==> src/rtl/fc_layer_seq.sv <==
// fc_layer_seq: time-multiplexed fully-connected layer, LANES MACs per beat, serial saturated neuron outputs
module fc_layer_seq #(
  parameter int IN_W  = 10,
  parameter int W_W   = 16,
  parameter int N_IN  = 16,
  parameter int N_OUT = 10,
  parameter int LANES = 4,
  parameter int OUT_W = 32,
  parameter int RELU  = 0
) (
  input  logic                                  i_clk,
  input  logic                                  i_reset,
  input  logic                                  i_valid,
  output logic                                  o_ready,
  input  logic [N_IN*IN_W-1:0]                  i_data,
  input  logic                                  i_w_we,
  input  logic [$clog2(N_OUT*N_IN+N_OUT)-1:0]   i_w_addr,
  input  logic [W_W-1:0]                        i_w_data,
  output logic                                  o_valid,
  input  logic                                  i_ready,
  output logic [OUT_W-1:0]                      o_result,
  output logic [$clog2(N_OUT)-1:0]              o_idx,
  output logic                                  o_last
);
  localparam int B     = N_IN / LANES;
  localparam int DEPTH = N_OUT * N_IN + N_OUT;
  localparam int AW    = $clog2(DEPTH);
  localparam int NW    = $clog2(N_OUT);
  localparam int XW    = N_IN > 1 ? $clog2(N_IN) : 1;
  localparam int BW    = B > 1 ? $clog2(B) : 1;
  localparam int ACC_W = IN_W + W_W + $clog2(N_IN + 1);
  localparam int SW    = ACC_W + 1;

  typedef enum logic [1:0] {IDLE, MAC, OUT} state_t;
  state_t state, state_nx;

  logic [NW-1:0]           n;
  logic [BW-1:0]           b;
  logic signed [ACC_W-1:0] acc, beat_sum, acc_nx;
  logic signed [IN_W-1:0]  xv [N_IN];
  logic signed [W_W-1:0]   mem [DEPTH];
  logic signed [SW-1:0]    tot;
  logic [OUT_W-1:0]        sat_v, res;
  logic                    last_beat;

  assign o_ready   = state == IDLE;
  assign last_beat = b == BW'(B - 1);

  always_ff @(posedge i_clk or posedge i_reset)
    if (i_reset) state <= IDLE;
    else state <= state_nx;

  always_comb begin
    state_nx = state;
    if (state == IDLE && i_valid) state_nx = MAC;
    if (state == MAC && last_beat) state_nx = OUT;
    if (state == OUT && i_ready) state_nx = n == NW'(N_OUT - 1) ? IDLE : MAC;
  end

  always_comb begin
    beat_sum = '0;
    for (int l = 0; l < LANES; l++)
      beat_sum += ACC_W'(xv[XW'(int'(b) * LANES + l)]) * ACC_W'(mem[AW'(int'(n) * N_IN + int'(b) * LANES + l)]);
  end

  assign acc_nx = acc + beat_sum;
  assign tot    = SW'(acc_nx) + SW'(mem[AW'(N_OUT * N_IN + int'(n))]);

  // The full sum carries one guard bit above the accumulator, so clamping is only needed when that exceeds OUT_W
  generate
    if (SW > OUT_W) begin : g_sat
      logic ovf;
      assign ovf   = tot[SW-1:OUT_W-1] != {(SW-OUT_W+1){tot[SW-1]}};
      assign sat_v = ovf ? {tot[SW-1], {(OUT_W-1){~tot[SW-1]}}} : tot[OUT_W-1:0];
    end else begin : g_ext
      assign sat_v = OUT_W'(tot);
    end
  endgenerate

  assign res = (RELU != 0 && sat_v[OUT_W-1]) ? '0 : sat_v;

  // Memory and vector register are deliberately not reset
  always_ff @(posedge i_clk) begin
    if (o_ready && i_w_we && 32'(i_w_addr) < DEPTH) mem[i_w_addr] <= i_w_data;
    if (o_ready && i_valid)
      for (int k = 0; k < N_IN; k++) xv[k] <= i_data[k*IN_W +: IN_W];
  end

  always_ff @(posedge i_clk or posedge i_reset)
    if (i_reset) begin
      acc      <= '0;
      n        <= '0;
      b        <= '0;
      o_valid  <= 1'b0;
      o_result <= '0;
      o_idx    <= '0;
      o_last   <= 1'b0;
    end else begin
      if (state == IDLE && i_valid) begin
        n   <= '0;
        b   <= '0;
        acc <= '0;
      end
      if (state == MAC) begin
        b   <= last_beat ? '0 : b + BW'(1);
        acc <= acc_nx;
        if (last_beat) begin
          o_valid  <= 1'b1;
          o_result <= res;
          o_idx    <= n;
          o_last   <= n == NW'(N_OUT - 1);
        end
      end
      if (state == OUT && i_ready) begin
        o_valid <= 1'b0;
        acc     <= '0;
        n       <= n + NW'(1);
      end
    end
endmodule

==> config.mk <==
export PLATFORM = sky130hd
export DESIGN_NAME = fc_layer_seq
export DESIGN_NICKNAME = d
export VERILOG_FILES = /design/src/rtl/fc_layer_seq.sv
export SDC_FILE = /design/constraint.sdc
export NUM_CORES = 2
export LEC_CHECK = 0
export CORE_MARGIN = 2
export CORE_UTILIZATION = 57
export DETAILED_ROUTE_END_ITERATION = 6
export PLACE_DENSITY_LB_ADDON = 0.15
export SETUP_SLACK_MARGIN = 0.05
export SLEW_MARGIN = 25
export SYNTH_ARGS = -nofsm -noshare
export SYNTH_HDL_FRONTEND = slang
export SYNTH_SLANG_ARGS = --single-unit
export TNS_END_PERCENT = 10
==> constraint.sdc <==
create_clock -name i_clk -period 9.9 [get_ports i_clk]
set_input_delay 1.98 -clock i_clk [delete_from_list [all_inputs] [get_ports i_clk]]
set_output_delay 1.98 -clock i_clk [all_outputs]
set_load 0.01 [all_outputs]
==> impl_metrics.tcl <==
set metrics [dict create \
    synth_top_area_share_pct 61.0 \
    fin_ws_ps -1100 \
    power.share.clock_pct 44.6 \
    cp-start-kind "flop" \
    h-tree-depth 5 \
    ant_nets 0 \
    drt-initial-drc-count 9287 \
    cts_root_buffer "clkbuf_16" \
    maxSlewHeadroom_pct 29.0 \
    synth_compound_area_share_pct 2.14 \
    die_y_um 503 \
    finalPower_w 0.0253 \
    clockBufferDepth 4 \
    status "complete, but fails checks" \
    peakVddDrop_v 0.000194 \
    clock_skew_ps 86.9 \
    dr_wl_met2_um 182000 \
    nets 10300 \
    syn_inst 7850 \
    antenna_found_initial 22 \
    fillers 16300 \
    io-pin-count 228 \
    met3_wirelength_um 31700 \
    clk_pin_slew_ps 60 \
    arrival_ps 11740 \
    synth_area_leader_cell "edfxtp_1" \
    cts.sinks 2957 \
    cts_tree "yes" \
    drt-pass1-iter-count 5 \
    cp_num_buf_inv 12 \
    vias 77200 \
    routed_via_density 6.10 \
    port_buffers 227 \
    grt_max_degree 113 \
    cpMostUsedCell "fa_1" \
    overflow 0 \
    synth_nets 9038 \
    dp_hpwl_um 253000 \
    start_util_pct 57.2 \
    numCtsBuffers 314 \
    cp_max_fo 19 \
    rsz0062_at_grt "yes" \
    async_flop_share_pct 2.60 \
    pwr-share-comb_pct 1.2 \
    critPathSlowestCell "fa_1" \
    muxShareOfSynthArea_pct 14.8 \
    synth_ff_type "edfxtp_1" \
    p_int_w 0.0204 \
    worst_pin_slew_ps 1060 \
    cap_violations 0 \
    cp_data_required_time_ps 10640 \
    dpl-instance-area_sq_um 155000 \
    hold_viol_final 0 \
    switchingPower_w 0.00493 \
    design_area_sq_um 166000 \
    crit_type "flop to flop" \
    yosys_warnings 0 \
    powerDensity_nw_per_um2 152 \
    hp-class "flop to flop" \
    violations "setup timing" \
    fp.dieW_um 503 \
    wire_per_inst_um 29.5 \
    synth_cell_types 73 \
    place_congestion 0.954 \
    clkLatencyLatePin_ps 970 \
    post-place-ws_ps -1480 \
    die_area_sq_um 253000 \
    synth_top_family_by_area "multiplexers" \
    pwr-share-seq_pct 54.2 \
    final-setup-viol-count 23 \
    post-route-drc-count 0 \
    groute.usage.overall_pct 30.2 \
    fp-row-count 183 \
    fin_crit_sh_pct 111 \
    min_period_ps 11000 \
    fin_hold_ws_ps 489 \
    top_layer_used "met5" \
    ys_seq_area_share_pct 62.4 \
    p_sw_share_pct 19.5 \
    routed_wirelength_um 374000 \
    final_util_pct 67.0 \
    endpoint_kind "flop" \
    ys_top_cells_by_area "edfxtp_1, mux4_2, fa_1, inv_1, ha_1" \
    area_growth_pct 17.3 \
    synthAdderAreaFrac_pct 13.0 \
    synth-edff-count 2880 \
    syn_avg_cell_area_sq_um 18.1 \
    grt_pass1_vias 80600 \
    mostFrequentLayoutCell "edfxtp_1" \
    max_freq_ghz 0.0909 \
    syn-cell-area_sq_um 142000 \
    synth_seq_cells 2957 \
    cts-hold-fix-buffers 0 \
    critPathTopFamily "adder cells" \
    drive_gt1_share_pct 27.4 \
    synth_xor_area_share_pct 0.413 \
    core_sq_um 248000 \
    slew_violations 0 \
    grt_pass1_wl_um 549000 \
    critPathMaxStageDelay_ps 570 \
    synthSimpleGateAreaFrac_pct 3.69 \
    wl_met1_um 146000 \
    final_cell_mix "edfxtp_1, buf_4, mux4_2" \
    power.leakage_nw 61.1 \
]
==> power by group through the flow <==
stage	registers (W)	logic (W)	clock network [W]
2_1_floorplan	0.0140	0.0000148	0
3_3_place_gp	0.0140	0.000286	0
3_5_place_dp	0.0140	0.000304	0
4_1_cts	0.0137	0.000305	0.0114
5_1_grt	0.0137	0.000325	0.0119
6_report	0.0137	0.000307	0.0113
==> cells in the mapped netlist, types with 34 or more instances <==
library cell     n
nand2b_1        85
xnor2_1         43
nand3_1         39
inv_1          817
o21ai_2         34
clkbuf_1       125
and2_1          65
nor2_1         338
fa_1           792
nand2_1        481
mux2_2          53
edfxtp_1      2880
buf_1           37
ha_1           207
buf_2           88
nor2b_1        116
o211ai_1        70
buf_6           56
mux2i_1        185
dfrtp_1         77
a21oi_1         74
o21ai_0         78
mux4_2         823
==> layer usage <==
layer | vias up | GRT usage [%]
met1 | 41000 | 42.7
met4 | 6 | 10.3
met3 | 620 | 4.68
met2 | 3695 | 48.7
met5 | - | 0
li1 | 31900 | -
==> kinds of logic (layout without fill, tap and decap cells) <==
| family | after synthesis | count (layout) |
|---|---|---|
| flip-flops | 2957 | 2957 |
| AO/OA/AOI/OAI | 439 | 439 |
| multiplexers | 1061 | 1061 |
| AND/OR/NAND/NOR | 1169 | 1169 |
| adder cells (fa/ha/maj) | 999 | 999 |
| buffers and inverters | 1159 | 2630 |
| XOR/XNOR | 66 | 66 |
| other | 0 | 8 |
==> path summary, 6_finish.rpt <==
kind	from	to	slack [ps]	depth (start not counted)
min in group asynchronous	i_reset	o_result[3]$_DFFE_PP0P_	1420	2
min	o_result[2]$_DFFE_PP0P_	o_result[2]$_DFFE_PP0P_	490	2
max in group asynchronous	i_reset	n[3]$_DFFE_PP0P_	7110	3
max	b[0]$_DFFE_PP0P_	o_result[29]$_DFFE_PP0P_	-1100	44
min reg2reg	o_result[2]$_DFFE_PP0P_	o_result[2]$_DFFE_PP0P_	490	2
max reg2reg	b[0]$_DFFE_PP0P_	o_result[29]$_DFFE_PP0P_	-1100	44
==> per-stage QoR <==
stage          cells  TNS (ps)
5_1_grt        12700    -27640
3_3_place_gp   12100    -22180
3_5_place_dp   12100    -23730
6_report       12700    -15860
4_1_cts        12700    -15830
2_1_floorplan   7850      -904
==> worst register-to-register path: cells and delay by family (launching register included) <==
family | cells | cell delay (ps)
buffers and inverters | 12 | 1460
flip-flops | 1 | 550
adder cells (fa/ha/maj) | 11 | 5150
multiplexers | 3 | 780
AND/OR/NAND/NOR | 3 | 390
XOR/XNOR | 2 | 260
AO/OA/AOI/OAI | 13 | 2210
==> sequential cells by signal (all words and copies together), names as in the netlist <==
signal / count
b: 2
xv: 160
o_result: 32
mem: 2720
o_idx: 4
o_valid: 1
o_last: 1
n: 4
state: 2
acc: 31
==> area by class of cell <==
class,instances,area [sq um],area share [%]
Antenna cell,8,20.0,0.0120
Clock buffer,386,8290,4.98
Clock inverter,158,1410,0.846
Inverter,820,3090,1.86
Multi-Input combinational cell,3734,49200,29.6
Sequential cell,2957,88400,53.2
Tap cell,3330,4170,2.51
Timing Repair Buffer,1266,11700,7.04
==> timing repair <==
action	CTS	global route
cloned	4	0
gates resized for setup	112	40
pin swaps	44	14
endpoints found under the setup margin	32	34
buffers inserted	41	2
(Power assumes the default switching activity.)
